**config.mk**
```make
export PLATFORM = sky130hd
export DESIGN_NAME = dbus_ctrl
export DESIGN_NICKNAME = d
export VERILOG_FILES = /design/src/rtl/dbus_ctrl.sv
export SDC_FILE = /design/constraint.sdc
export NUM_CORES = 1
export LEC_CHECK = 0
export CORE_ASPECT_RATIO = 0.5
export CORE_MARGIN = 8
export CORE_UTILIZATION = 42
export DETAILED_ROUTE_END_ITERATION = 6
export HOLD_SLACK_MARGIN = 0.12
export PLACE_DENSITY = 0.95
export SLEW_MARGIN = 20
export SYNTH_ARGS = -nofsm -noshare
export SYNTH_HDL_FRONTEND = slang
export SYNTH_SLANG_ARGS = --single-unit
```
**constraint.sdc**
```tcl
create_clock -name clk -period 3.16 [get_ports clk]
set_input_delay 0.632 -clock clk [delete_from_list [all_inputs] [get_ports clk]]
set_output_delay 0.632 -clock clk [all_outputs]
set_load 0.05 [all_outputs]
```
**src/rtl/dbus_ctrl.sv**
```systemverilog
// Converts the memory stage's per-instruction access into one handshaked data-bus
// transaction (addr_ok request phase, data_ok response phase) and stalls until it completes.
module dbus_ctrl #(
  parameter int ADDR_W = 32,
  parameter int DATA_W = 32
) (
  input  logic                clk,
  input  logic                resetn,
  input  logic                req_valid,
  input  logic                req_write,
  input  logic [ADDR_W-1:0]   req_addr,
  input  logic [2:0]          req_size,
  input  logic [DATA_W/8-1:0] req_strobe,
  input  logic [DATA_W-1:0]   req_data,
  input  logic                m_advance,
  input  logic                flush,
  output logic                stall,
  output logic [DATA_W-1:0]   rd,
  output logic                dreq_valid,
  output logic                dreq_write,
  output logic [ADDR_W-1:0]   dreq_addr,
  output logic [2:0]          dreq_size,
  output logic [DATA_W/8-1:0] dreq_strobe,
  output logic [DATA_W-1:0]   dreq_data,
  input  logic                dresp_addr_ok,
  input  logic                dresp_data_ok,
  input  logic [DATA_W-1:0]   dresp_data
);

  typedef enum logic [1:0] {IDLE, ADDR, DATA, DONE} state_t;

  typedef struct packed {
    logic                write;
    logic [ADDR_W-1:0]   addr;
    logic [2:0]          size;
    logic [DATA_W/8-1:0] strobe;
    logic [DATA_W-1:0]   data;
  } req_t;

  state_t state, state_nxt;
  logic   discard, discard_nxt;
  req_t   req_q;
  logic   req_load, rd_load, kill, resp;

  always_ff @(posedge clk or negedge resetn) begin
    if (!resetn) begin
      state   <= IDLE;
      discard <= 1'b0;
    end else begin
      state   <= state_nxt;
      discard <= discard_nxt;
    end
  end

  always_comb begin
    state_nxt   = state;
    discard_nxt = discard;
    req_load    = 1'b0;
    rd_load     = 1'b0;
    kill        = discard | flush;
    // Response lands either with the accept (zero-wait) or later in DATA.
    resp        = ((state == ADDR) & dresp_addr_ok & dresp_data_ok) |
                  ((state == DATA) & dresp_data_ok);
    case (state)
      IDLE: if (req_valid && !flush) begin
        req_load  = 1'b1;
        state_nxt = ADDR;
      end
      ADDR, DATA: begin
        // A killed access still drains the bus; only its result is dropped.
        discard_nxt = kill;
        if (resp) begin
          discard_nxt = 1'b0;
          state_nxt   = kill ? IDLE : DONE;
          rd_load     = ~kill & ~req_q.write;
        end else if (state == ADDR && dresp_addr_ok) begin
          state_nxt = DATA;
        end
      end
      DONE: if (m_advance || flush) state_nxt = IDLE;
      default: state_nxt = IDLE;
    endcase
  end

  always_ff @(posedge clk or negedge resetn) begin
    if (!resetn) begin
      req_q <= '0;
      rd    <= '0;
    end else begin
      if (req_load) req_q <= '{req_write, req_addr, req_size, req_strobe, req_data};
      if (rd_load)  rd    <= dresp_data;
    end
  end

  assign dreq_valid  = (state == ADDR);
  assign dreq_write  = req_q.write;
  assign dreq_addr   = req_q.addr;
  assign dreq_size   = req_q.size;
  assign dreq_strobe = req_q.strobe;
  assign dreq_data   = req_q.data;

  // While discarding, state is never DONE, so stall simply follows req_valid.
  assign stall = resetn & req_valid & (discard | (state != DONE));

endmodule

```
Yosys cells after proc, flatten, opt, wreduce, memory -nomap -nowiden:

Cells that the tools add are included.

* equality and inequality tests: 7
* muxes and demuxes: 11
* bitwise logic cells: 11
* reductions and logical operators: 7

Operator list (number)
* $mux W2: 5
* $and A1 B1 Y1: 6
* $ne A2 B2 Y1 const B: 3
* $pmux W2 S3: 1
* $mux W1: 5
* $eq A2 B2 Y1 const B: 2
* $ne A3 B3 Y1 const B: 1
* $or A1 B1 Y1: 3
* $reduce_and A3 Y1: 1
* $eq A2 B1 Y1 const B: 1
* $logic_and A1 B1 Y1: 2
* $logic_not A2 Y1: 1
* $not A1 Y1: 2
* $reduce_or A2 Y1: 1
* $logic_not A1 Y1: 1
* $logic_or A1 B1 Y1: 1

* bits in registers: 107
* input bits: 111
* output and inout port bits: 106
* logic and storage cells: 44

Longest topological paths before layout:

* depth after elaboration: 6
* depth in mapped cells: 6
* mapped depth without buffers: 5

Worst setup path after synthesis:

No wires, ideal clock.

* path kind: register to register
* start point: register state[1]
* end point: register rd[10]
* library setup time: 0.125 ns
* arrival time: 2.155 ns
* required time: 3.035 ns
* setup slack: 0.881 ns
* stages on the path, launching flop included: 7
* path buffers: 1
* clock period less this slack: 2.279 ns
* cell sequence: dfrtp_1 > inv_1 > ha_1 > a21oi_1 > nor4_4 > buf_6 > mux2_2

* word-level cells in the longest chain between the ends: 6
* elaborated cells between the ends (all ways): 9
* those cells by class: eq/ne (2); mux (2); bitwise (4); reduce/logical (1)

RTL lines
* start: declaration: line 40 `state_t state, state_nxt;`
* start signal: assignment: line 50 `state <= state_nxt;`
* $eq A2 B1 Y1 (*)
* via dreq_valid: line 19 `output logic dreq_valid,`
* $and A1 B1 Y1 (2 in series): line 62 `resp = ((state == ADDR) & dresp_addr_ok & dresp_data_ok) |`
* $or A1 B1 Y1: line 62
* $mux W1: line 72 `if (resp) begin`
* $mux W1 (*): line 64 `case (state)`
* end signal: assignment: line 91 `if (rd_load) rd <= dresp_data;`
* end: declaration: line 18 `output logic [DATA_W-1:0] rd,`

Mark *: on every way through the listed nets, which the timed path passes. The rest lies on a longest branch.
A chain may end at the register's enable or synchronous reset.

Final worst setup path:

* start point: register state[1]
* end point: output dreq_valid

* word-level cells in the longest chain between the ends: 1

RTL lines
* $eq A2 B1 Y1: line 95 `assign dreq_valid = (state == ADDR);`
* end: declaration: line 19

Every way passes these cells.

==> out/qor.yml <==
global_routing:
  first_global_vias: 3392
  grt_start_max_net_pins: 73
  antenna_found_initial: 0
  grt_overflow_total: 0
  grt_pass1_wl_um: 18960
  grt_usage_pct: 18.32
status:
  outcome: "finished clean"
synthesis:
  synthArstFlopShare_pct: 100.0
  synth_cell_types: 22
  syn_inst: 249
  synth_edf_count: 0
  synth_area_um2: 4126
  ys.flop_type: "dfrtp_1"
  avgSynthCellArea_um2: 16.57
  ys_ff_latch: 107
  syn_nets: 364
  ys_seq_area_share_pct: 64.89
  yosys_warnings: 0
timing:
  slew_violations: 0
  min_period_over_period_pct: 82.10
  finalSetupTns_ns: 0
  max_freq_mhz: 385.4
  tightest_slew_ns: 0.7250
  timing.final.ws_setup_ns: 0.5656
  min_period_ns: 2.594
  finClkSkew_ns: 0.002272
  finalSetupViolCount: 0
  max_slew_margin_pct: 51.66
  hold_violations: 0
  rsz0062_at_grt: "no"
route:
  finalWirelength_um: 12320
  wire_per_inst_um: 20.20
  postRouteAntennaNets: 0
  vias_per_cell: 4.838
  vias: 2951
  drtIter0Drc: 99
  drc: 0
  firstDrtPassIters: 4
clocking:
  cts_hold_buf: 0
  path_clk_slew_ns: 0.06
  cts.sinks: 107
  cts_tree: "done"
  clk_path_buf_depth: 2
  cts_setup_buffers: 0
  cts-buffers-inserted: 9
  htree_num_levels: 3
  post_cts_resized: 0
  insertion_delay_ns: 0.33
  cts_root_buffer: "clkbuf_16"
placement:
  place_congestion: 0.8030
  io_buffers: 216
  dp_hpwl_um: 9357
  place_worst_setup_slack_ns: 0.6705
pwr:
  peakVddDrop_mv: 0.7153
  p_int_uw: 4355
  p_sw_uw: 3702
  pwr-share-clk_pct: 14.2
  pwr-share-seq_pct: 28.7
  combPwrFrac_pct: 57.1
  p_leak_uw: 0.002891
  p_sw_share_pct: 45.95
  cellPowerDensity_nw_per_um2: 1194
cells_and_area:
  nNetsFinal: 585
  layout_commonest_cell: "clkdlybuf4s50_1"
  area_delta_synth_final_pct: 63.58
  drive_above_1_share_pct: 26.11
  final_util_pct: 70.99
  fillerInstances: 649
  antenna_cells: 0
  most-common-layout-cells: "clkdlybuf4s50_1, dfrtp_1, mux2_2"
floorplanning:
  num_rows: 25
  die_h_um: 86.09
  pin_count: 217
  die_w_um: 156.2
  initial_core_util_pct: 43.39
  coreArea_um2: 9509
  die_area_um2: 13450
flow_run:
  cap_violations: 0
setup_path:
  crit_fanout: 3
  r2r_setup_slack_ns: 1.00
  crit_arrival_ns: 1.96
  critPathLaunchType: "register"
  crit_required_ns: 2.53
  r2r_cells: 6
  crit_path_end_kind: "primary output"
  crit_type: "reg -> out"
worst_hold_path:
  holdCritPathClass: "in -> async"
==> cell usage after synthesis, types with 2 or more instances <==
| cell type | n | area (µm²) |
|---|---|---|
| dfrtp_1 | 107 | 2678 |
| mux2_2 | 102 | 1149 |
| buf_2 | 7 | 35.03 |
| ha_1 | 4 | 50.05 |
| a21oi_1 | 3 | 15.01 |
| buf_6 | 3 | 33.78 |
| inv_1 | 3 | 11.26 |
| mux2_1 | 2 | 22.52 |
| mux2i_1 | 2 | 20.02 |
| nand2_1 | 2 | 7.510 |
| nor2_1 | 2 | 7.510 |
| o21ai_0 | 2 | 10.01 |
==> final timing paths <==
| check | startpoint | to |
|---|---|---|
| worst max-delay path | state[1] | dreq_valid |
| worst min-delay path | resetn | rd[10] |
| worst max register to register | state[1] | rd[3] |
| worst min register to register | rd[7] | rd[7] |
| max in group asynchronous | resetn | dreq_data[23] |
| min in group clk | rd[7] | rd[7] |
==> through the flow <==
stage / power (µW) / cells / hold slack [ns] / cell area (µm²)
final: 8057 / 610 / 0.4422 / 6750
after global routing: 8372 / 610 / 0.4951 / 6750
after CTS: 8153 / 610 / 0.4663 / 6750
after detailed placement: 6953 / 594 / 0.4801 / 6442
after global placement: 6837 / 594 / 0.4683 / 6442
after floorplan: 5242 / 249 / 0.3364 / 4126
==> layer usage <==
| metal | part of all wire [%] | vias to the layer above | GRT usage (%) |
|---|---|---|---|
| li1 | - | 1321 | - |
| met1 | 33 | 1517 | 17.42 |
| met2 | 59 | 89 | 36.40 |
| met3 | 5.0 | 24 | 5.165 |
| met4 | 3.3 | 0 | 7.792 |
| met5 | 0 | - | 0 |
==> power by group through the flow <==
stage	combinational, µW	clock [µW]	sequential, µW
final	4600	1140	2310
after global routing	4750	1230	2400
after CTS	4660	1180	2320
after detailed placement	4620	0	2330
after global placement	4560	0	2280
after floorplan	825	0	4420
==> cells by family after synthesis <==
kind of cell | share of synthesized area (%)
adders and majority gates | 1.213
buffers and inverters | 2.031
and+or+nand+nor | 1.759
DFF | 64.89
AOI/OAI and AO/OA | 1.243
muxes | 28.87
==> worst max-delay path, cell delays in order, from the launching register on <==
cell             delay [ns]
dfrtp_1                0.40
inv_1                  0.12
ha_1                   0.25
clkdlybuf4s50_1        0.86
==> sequential cells by signal (all words and copies together) (netlist names) <==
| signal | cells |
|---|---|
| dreq_addr | 32 |
| dreq_data | 32 |
| rd | 32 |
| dreq_strobe | 4 |
| dreq_size | 3 |
| state | 2 |
| discard | 1 |
| dreq_write | 1 |
==> final cells by class <==
type	count	area, µm²	area share, %
timing repair buffer	221	2220	32.88
clock inverter	1	30.03	0.4449
clock buffer	15	277.8	4.115
multi-input combinational	128	1365	20.22
tap	135	168.9	2.502
inverter	3	11.26	0.1668
sequential	107	2678	39.67
Power figures use the tool's default switching activity.
